### config.mk
export PLATFORM = sky130hd
export DESIGN_NAME = alu_arbiter
export DESIGN_NICKNAME = d
export VERILOG_FILES = /design/src/rtl/alu_defs.sv /design/src/rtl/Alu.sv /design/src/rtl/alu_arbiter.sv
export SDC_FILE = /design/constraint.sdc
export NUM_CORES = 1
export LEC_CHECK = 0
export BUFFER_PORTS_ARGS = -buffer_cell sky130_fd_sc_hd__buf_4
export CAP_MARGIN = 20
export CORE_MARGIN = 2
export CORE_UTILIZATION = 30
export CTS_BUF_LIST = sky130_fd_sc_hd__clkbuf_8
export DETAILED_ROUTE_END_ITERATION = 6
export PLACE_DENSITY_LB_ADDON = 0.05
export REMOVE_ABC_BUFFERS = 1
export SYNTH_ARGS = -nofsm -noshare
export SYNTH_HDL_FRONTEND = slang
export SYNTH_SLANG_ARGS = --single-unit
export TNS_END_PERCENT = 20
### constraint.sdc
create_clock -name clk -period 6.8 [get_ports clk]
set_input_delay 0.34 -clock clk [delete_from_list [all_inputs] [get_ports clk]]
set_output_delay 0.34 -clock clk [all_outputs]
set_load 0.05 [all_outputs]
### src/rtl/alu_defs.sv
// Shared ALU op codes and arbiter state encodings for the shared-ALU arbiter slice.
package alu_defs;

  localparam logic [3:0] ALU_AND   = 4'b0000;
  localparam logic [3:0] ALU_OR    = 4'b0001;
  localparam logic [3:0] ALU_SUM   = 4'b0010;
  localparam logic [3:0] ALU_SRA   = 4'b0011;
  localparam logic [3:0] ALU_SUB   = 4'b0110;
  localparam logic [3:0] ALU_SLT   = 4'b0111;
  localparam logic [3:0] ALU_SLL   = 4'b1000;
  localparam logic [3:0] ALU_SRL   = 4'b1001;
  localparam logic [3:0] ALU_XOR   = 4'b1010;
  localparam logic [3:0] ALU_GE    = 4'b1011;
  localparam logic [3:0] ALU_NOR   = 4'b1100;
  localparam logic [3:0] ALU_GEU   = 4'b1101;
  localparam logic [3:0] ALU_EQ    = 4'b1110;
  localparam logic [3:0] ALU_SLTU  = 4'b1111;

  typedef enum logic [1:0] {
    ARB   = 2'd0,
    LOCK0 = 2'd1,
    LOCK1 = 2'd2
  } arb_state_e;

endpackage

### src/rtl/Alu.sv
// Core 32-bit combinational ALU; undefined op codes yield X so misuse is visible in simulation.
module Alu
  import alu_defs::*;
(
  input  logic [3:0]  alu_control,
  input  logic [31:0] a,
  input  logic [31:0] b,
  output logic [31:0] result,
  output logic        zero
);

  // Operation decode and zero flag.
  always_comb begin
    result = {32{1'bx}};
    case (alu_control)
      ALU_AND:  result = a & b;
      ALU_OR:   result = a | b;
      ALU_SUM:  result = a + b;
      ALU_SUB:  result = a - b;
      ALU_SLT:  result = {31'd0, $signed(a) < $signed(b)};
      ALU_SRA:  result = $signed(a) >>> b[4:0];
      ALU_SLL:  result = a << b[4:0];
      ALU_SRL:  result = a >> b[4:0];
      ALU_XOR:  result = a ^ b;
      ALU_GE:   result = {31'd0, $signed(a) >= $signed(b)};
      ALU_NOR:  result = ~(a | b);
      ALU_GEU:  result = {31'd0, a >= b};
      ALU_EQ:   result = {31'd0, a == b};
      ALU_SLTU: result = {31'd0, a < b};
      default:  result = {32{1'bx}};
    endcase
    zero = (result == 32'd0);
  end

endmodule

### src/rtl/alu_arbiter.sv
// Two-port arbiter sharing one Alu: round-robin or fixed priority, optional per-port lock,
// and a one-entry registered response slot per port.
module alu_arbiter
  import alu_defs::*;
#(
  parameter int FIXED_PRIORITY = 0
) (
  input  logic        clk,
  input  logic        reset,
  input  logic        req0_valid,
  output logic        req0_ready,
  input  logic [3:0]  req0_op,
  input  logic [31:0] req0_x,
  input  logic [31:0] req0_y,
  input  logic        req0_lock,
  input  logic        req1_valid,
  output logic        req1_ready,
  input  logic [3:0]  req1_op,
  input  logic [31:0] req1_x,
  input  logic [31:0] req1_y,
  input  logic        req1_lock,
  output logic        rsp0_valid,
  input  logic        rsp0_ready,
  output logic [31:0] rsp0_result,
  output logic        rsp0_zero,
  output logic        rsp1_valid,
  input  logic        rsp1_ready,
  output logic [31:0] rsp1_result,
  output logic        rsp1_zero,
  output logic        busy
);

  arb_state_e  state_r, state_next_s;
  logic        last_grant_r;
  logic        elig0_s, elig1_s, grant0_s, grant1_s;
  logic        rsp0_vnext_s, rsp1_vnext_s;
  logic [3:0]  alu_op_s;
  logic [31:0] alu_x_s, alu_y_s, alu_result_s;
  logic        alu_zero_s;

  assign elig0_s = req0_valid & (~rsp0_valid | rsp0_ready);
  assign elig1_s = req1_valid & (~rsp1_valid | rsp1_ready);

  // Grant selection and next-state; grants are forced low while reset is asserted.
  always_comb begin
    grant0_s     = 1'b0;
    grant1_s     = 1'b0;
    state_next_s = ARB;
    if (!reset) begin
      state_next_s = ARB;
    end else begin
      case (state_r)
        ARB: begin
          if (elig0_s && elig1_s) begin
            if ((FIXED_PRIORITY != 0) || last_grant_r) begin
              grant0_s = 1'b1;
            end else begin
              grant1_s = 1'b1;
            end
          end else if (elig0_s) begin
            grant0_s = 1'b1;
          end else if (elig1_s) begin
            grant1_s = 1'b1;
          end else begin
            grant0_s = 1'b0;
          end
        end
        LOCK0:   grant0_s = elig0_s;
        LOCK1:   grant1_s = elig1_s;
        default: grant0_s = 1'b0;
      endcase
      // A lock holds only while no unlocking op is accepted; illegal states fall back to ARB.
      if (grant0_s) begin
        state_next_s = req0_lock ? LOCK0 : ARB;
      end else if (grant1_s) begin
        state_next_s = req1_lock ? LOCK1 : ARB;
      end else begin
        state_next_s = ((state_r == LOCK0) || (state_r == LOCK1)) ? state_r : ARB;
      end
    end
  end

  assign req0_ready   = grant0_s;
  assign req1_ready   = grant1_s;
  assign rsp0_vnext_s = grant0_s | (rsp0_valid & ~rsp0_ready);
  assign rsp1_vnext_s = grant1_s | (rsp1_valid & ~rsp1_ready);

  assign alu_op_s = grant1_s ? req1_op : req0_op;
  assign alu_x_s  = grant1_s ? req1_x  : req0_x;
  assign alu_y_s  = grant1_s ? req1_y  : req0_y;

  Alu u_alu (
    .alu_control (alu_op_s),
    .a           (alu_x_s),
    .b           (alu_y_s),
    .result      (alu_result_s),
    .zero        (alu_zero_s)
  );

  // State, tie-break history and response slots.
  always_ff @(posedge clk) begin
    if (!reset) begin
      state_r      <= ARB;
      last_grant_r <= 1'b1;
      rsp0_valid   <= 1'b0;
      rsp0_result  <= 32'd0;
      rsp0_zero    <= 1'b0;
      rsp1_valid   <= 1'b0;
      rsp1_result  <= 32'd0;
      rsp1_zero    <= 1'b0;
      busy         <= 1'b0;
    end else begin
      state_r    <= state_next_s;
      rsp0_valid <= rsp0_vnext_s;
      rsp1_valid <= rsp1_vnext_s;
      busy       <= (state_next_s != ARB) | rsp0_vnext_s | rsp1_vnext_s;
      if (grant0_s) begin
        last_grant_r <= 1'b0;
        rsp0_result  <= alu_result_s;
        rsp0_zero    <= alu_zero_s;
      end else if (grant1_s) begin
        last_grant_r <= 1'b1;
        rsp1_result  <= alu_result_s;
        rsp1_zero    <= alu_zero_s;
      end else begin
        last_grant_r <= last_grant_r;
      end
    end
  end

endmodule

### After elaboration in Yosys (flattened, before gate mapping)

Index checks and enable logic that the tools add are counted.

* $add $sub $neg: 2
* order comparisons: 4
* eq/ne operators: 16
* shift operators: 3
* muxes and demuxes: 25
* bitwise logic cells: 19
* reductions and logical operators: 8

Operator list (count)
* $pmux 32 s14: 1
* $ge 32x32->1: 2
* $lt 32x32->1: 2
* $mux 32: 2
* $add 32x32->32: 1
* $and 32x32->32: 1
* $eq 32x32->1: 1
* $eq 4x4->1 const B: 8
* $logic_not 32->1: 1
* $not 32->32: 1
* $or 32x32->32: 1
* $shl 32x5->32: 1
* $shr 32x5->32: 1
* $sshr 32x5->32: 1
* $sub 32x32->32: 1
* $xor 32x32->32: 1
* $mux 1: 14
* $mux 2: 5
* $eq 4x2->1 const B: 2
* $eq 4x3->1 const B: 2
* $or 1x1->1: 6
* $not 1->1: 5
* $and 1x1->1: 4
* $eq 4x1->1 const B: 1
* other kinds (10): 12

* bits in registers: 72
* output and inout port bits: 71

### Depth between registers and ports, before layout

* word-level depth: 14
* gate-level depth with buffers: 28

### By module

A second synthesis with hierarchy kept.

* cells, all modules: 1968
* area total of the unflattened synthesis: 14362.5 um^2

By module, submodules not included
* Alu: instances 1, cells each 1566, area each 10860.4 um^2, seq. area each 0.0 um^2
* alu_arbiter: instances 1, cells each 402, area each 3502.1 um^2, seq. area each 1441.4 um^2

### Worst setup path before layout

Ideal clock, no wire load.

* path kind: register -> register
* start point: register rsp1_valid
* end point: register rsp0_zero
* library setup time: 0.096 ns
* arrival time: 6.095 ns
* required time: 6.704 ns
* path slack: 0.609 ns
* stages on the path, launching flop included: 29
* buffers on the path: 8
* clock period less this slack: 6.191 ns
* cells stage by stage: dfxtp_1 > nand2b_4 > and3_1 > buf_6 > nand2_4 > buf_6 > buf_2 > buf_2 > buf_2 > buf_1 > clkbuf_1 > clkbuf_1 > nand2_1 > nand2_1 > inv_1 > ha_1 > fa_1 > o21bai_1 > o2111ai_1 > a21o_1 > a211o_1 > a31oi_1 > o22ai_1 > mux2i_1 > o32ai_1 > nand4_1 > nor4b_2 > nand4b_1 > o41ai_2

* cells in the longest elaborated chain, start to end: 14

RTL lines
* start, declared: line alu_arbiter.sv:26 `output logic rsp1_valid,`
* start signal, assigned: line alu_arbiter.sv:115 `rsp1_valid <= rsp1_vnext_s;`
* $not 1->1 (*): line alu_arbiter.sv:42 `assign elig1_s = req1_valid & (~rsp1_valid | rsp1_ready);`
* $or 1x1->1 (*): line alu_arbiter.sv:42
* $and 1x1->1 (*): line alu_arbiter.sv:42
* parallel branches: the longest is 11 deep, another holds $sub 32x32->32
* end signal, assigned: line alu_arbiter.sv:120 `rsp0_zero <= alu_zero_s;`
* end, declared: line alu_arbiter.sv:25 `output logic rsp0_zero,`

Every way passes the cells marked *. The select of a mux whose other input is x is not followed.
A chain may end at the register's enable or synchronous reset.

### Final worst setup path

* start point: register state_r[0]
* end point: register rsp0_zero

* cells in the longest elaborated chain, start to end: 9

RTL lines
* start, declared: line alu_arbiter.sv:33 `arb_state_e state_r, state_next_s;`
* start signal, assigned: line alu_arbiter.sv:113 `state_r <= state_next_s;`
* parallel branches: the longest is 9 deep, another holds $sub 32x32->32

Parallel ways; which one is timed is not known. The select of a mux whose other input is x is not followed.

==> results.json <==
{
  "min_period_over_period_pct": 96.7,
  "grt.busiest_layer": "met2",
  "cts_tree": "built",
  "async_flop_share_pct": 0,
  "worstSetupStartpointType": "register",
  "cpPeakStageDelay_ps": 840,
  "core_area_mm2": 0.0657,
  "grtUsageMet1_pct": 54.6,
  "synth_edf_count": 0,
  "cap_violations": 0,
  "numCtsBuffers": 9,
  "synth_most_common_cell": "nand2_1",
  "ys_warn_count": 0,
  "rsz0062_at_grt": "no",
  "hold_viol": 0,
  "tightest_slew_ps": 1350,
  "maxSlewHeadroom_pct": 8.90,
  "drtIter0Drc": 3416,
  "start_util_pct": 30.3,
  "clock-sinks": 72,
  "crit_fanout": 62,
  "drt_wl_total_mm": 136,
  "syn_area_mm2": 0.0199,
  "vias_per_cell": 6.69,
  "max_freq_ghz": 0.152,
  "track_usage_pct": 38.6,
  "clk_pin_slew_ps": 90,
  "yosysTopAreaCellShare_pct": 8.61,
  "seq_area_frac_synth_pct": 7.25,
  "setup_tns_ps": 0,
  "synth_top_cell_by_area": "mux2i_1",
  "synthTopCellsByCount": "nand2_1 (419), nor2_1 (233), a21oi_1 (202), mux2i_1 (171)",
  "synth_cell_types": 108,
  "hold_start": "req0_lock",
  "required_ps": 7080,
  "die-area_mm2": 0.0684,
  "p_leak_nw": 9.26,
  "drt_pre_antenna_iters": 7,
  "fin_crit_ps": 6570,
  "criticalPathCategory": "register to register",
  "cts_max_level": 3,
  "critPathCaptureType": "register",
  "drive_gt1_share_pct": 19.2,
  "std_cell_rows": 94,
  "crit_arrival_ps": 6850,
  "layout.cells.non_filler": 3785,
  "syn_area_per_cell_um2": 6.94,
  "area_growth_syn_to_layout_pct": 12.4,
  "r2r_end": "rsp0_zero",
  "hold-worst-slack_ps": 226,
  "postCtsSetupRepairBufs": 0,
  "place_inst": 3758,
  "detail_route.wl_per_cell_um": 36.0,
  "port_buffers": 214,
  "maxSlewViolCount": 0,
  "r2r-start": "state_r[0]",
  "ff2ff_setup_slack_ps": 230,
  "power_density_mw_per_mm2": 160,
  "use_met3_pct": 8.17,
  "reg2regPathDepth": 20,
  "antenna_found_initial": 8,
  "holdPathEnd": "state_r[0]",
  "synth-seq-cells": 72,
  "ir_worst_vdd_v": 0.0000882,
  "final_util_pct": 34.0,
  "grt_pass1_wl_mm": 190,
  "worstPathCellList": "nor2b_2 > and3_2 > nand2_8 > buf_12 > buf_12 > nand2_1 > nand2_1 > ha_1 > inv_1 > a21oi_1 > o31ai_1 > a211oi_2 > nor2_1 > a311oi_2 > xnor2_1 > a221oi_1 > a31oi_1 > nor4b_2 > nand4b_1 > o41ai_2",
  "routabilityCongestion": 1.05,
  "routed-via-count": 25300,
  "clock_latency_ps": 370,
  "setup_viol": 0,
  "finalNetCount": 3154,
  "postRouteAntennaNets": 0,
  "holdPathStages": 3,
  "die_h_um": 261,
  "status": "finished, violations left",
  "skew_ps": 14.7,
  "cpMaxStageDelayCell": "o31ai_1",
  "cts-root-buf": "clkbuf_8",
  "grt_overflow_total": 0,
  "drc": 2,
  "met2_usage_pct": 55.9,
  "dp_hpwl_mm": 105,
  "syn_inst": 2866,
  "grt_max_degree": 72,
  "synthFlopType": "dfxtp_1",
  "clk_path_buf_depth": 2,
  "grt_pass1_vias": 23900,
  "worstHoldPathType": "primary input to register",
  "violations": "design-rule violations",
  "ios": 215,
  "die_w_um": 261,
  "synthTopCellsByArea": "mux2i_1 (8.6%), nand2_1 (7.9%), dfxtp_1 (7.2%), mux4_2 (6.8%), ha_1 (6.4%)"
}
==> cell families (layout without fill, tap and decap cells) <==
kind of cell    count (synthesis)  count (layout)  share of synthesized area (%)
simple gates                 1045            1045                           24.2
compound gates                874             874                           30.4
buf+inv                       417             463                           9.50
mux                           324             324                           20.7
fa+ha+maj                     103             103                           6.55
flops                          72              72                           7.25
xor+xnor                       31              31                           1.37
other cells                     0               9                              0
==> placed cells by master (no fill, tap or decap), drive strengths merged, types with 10 or more instances in the layout <==
cell | synthesis | layout
a311oi | 10 | 10
a21oi | 205 | 205
o21ai | 161 | 161
a211oi | 57 | 57
nand3 | 103 | 103
nand2b | 33 | 33
and2 | 18 | 18
nor2 | 234 | 234
o221ai | 14 | 14
dfxtp | 72 | 72
ha | 101 | 101
a31o | 11 | 11
a22oi | 13 | 13
a221oi | 29 | 29
a21o | 25 | 25
nor2b | 28 | 28
xnor2 | 26 | 26
mux2i | 173 | 173
o2111ai | 31 | 31
or2 | 10 | 10
buf | 139 | 325
mux2 | 91 | 91
a31oi | 40 | 40
o211ai | 47 | 47
inv | 119 | 123
o22ai | 27 | 27
a2111oi | 19 | 19
mux4 | 60 | 60
and3 | 20 | 20
a32oi | 11 | 11
or3 | 17 | 17
nand2 | 421 | 421
nand4 | 29 | 29
nor4 | 25 | 25
o31ai | 33 | 33
nor3 | 72 | 72
==> metal layers <==
metal	vias up	share of wire, %
met5	-	0.0081
met3	236	9.5
met4	2	5.1
met2	1607	42
met1	12700	44
li1	10800	-
==> worst max-delay path by stage <==
stage / from / end / slack, ps / cells after the start
CTS: state_r[0] / rsp0_zero / 360 / 19
global route: state_r[0] / rsp1_zero / 20 / 21
detailed placement: reset / rsp0_zero / 320 / 20
global placement: reset / rsp0_zero / 270 / 20
finish: state_r[0] / rsp0_zero / 230 / 20
floorplan: rsp1_valid / rsp0_zero / -1910 / 21
==> area by class of cell <==
class                      instances  area [µm²]
sequential                        72        1440
timing repair buffer             325        2550
clock inverter                     7        57.6
multi-input combinational       2377       16600
fill                            7237       43400
clock buffer                       9         124
antenna                            9        22.5
inverter                         122         463
tap                              864        1080
==> critical path: cells and delay by family, from the launching register on <==
| kind | cells | cell delay, ps |
|---|---|---|
| AOI/OAI and AO/OA | 7 | 2760 |
| xor gates and xnor gates | 1 | 140 |
| adders and majority gates | 1 | 530 |
| buffers and inverters | 3 | 840 |
| DFF | 1 | 450 |
| and+or+nand+nor | 8 | 1620 |
==> registers in the layout, summed over array words and instances (netlist names) <==
register      flops
busy              1
last_grant_r      1
rsp0_result      32
rsp0_valid        1
rsp0_zero         1
rsp1_result      32
rsp1_valid        1
rsp1_zero         1
state_r           2
==> power breakdown <==
part | internal, W | total, W | switching [W] | leakage [nW]
sequential | 0.000466 | 0.000495 | 0.0000291 | 0.590
clock | 0.000164 | 0.000338 | 0.000174 | 0.104
combinational | 0.000847 | 0.00274 | 0.00190 | 8.57
total | 0.00148 | 0.00358 | 0.00210 | 9.26
==> metrics by stage <==
step	power, W	cell area, µm²	setup WS (ps)
2_1_floorplan	0.00195	18500	-1910
5_1_grt	0.00371	22300	20.5
4_1_cts	0.00349	22300	358
3_5_place_dp	0.00315	22100	318
3_3_place_gp	0.00316	22100	275
6_report	0.00358	22400	228
==> timing repair <==
| action | CTS | global route |
|---|---|---|
| gates resized for setup | 0 | 1 |
| endpoints found under the setup margin | 0 | 1 |
| hold buffers | 0 | 0 |
Note: power is estimated with default switching activity, not from simulation.
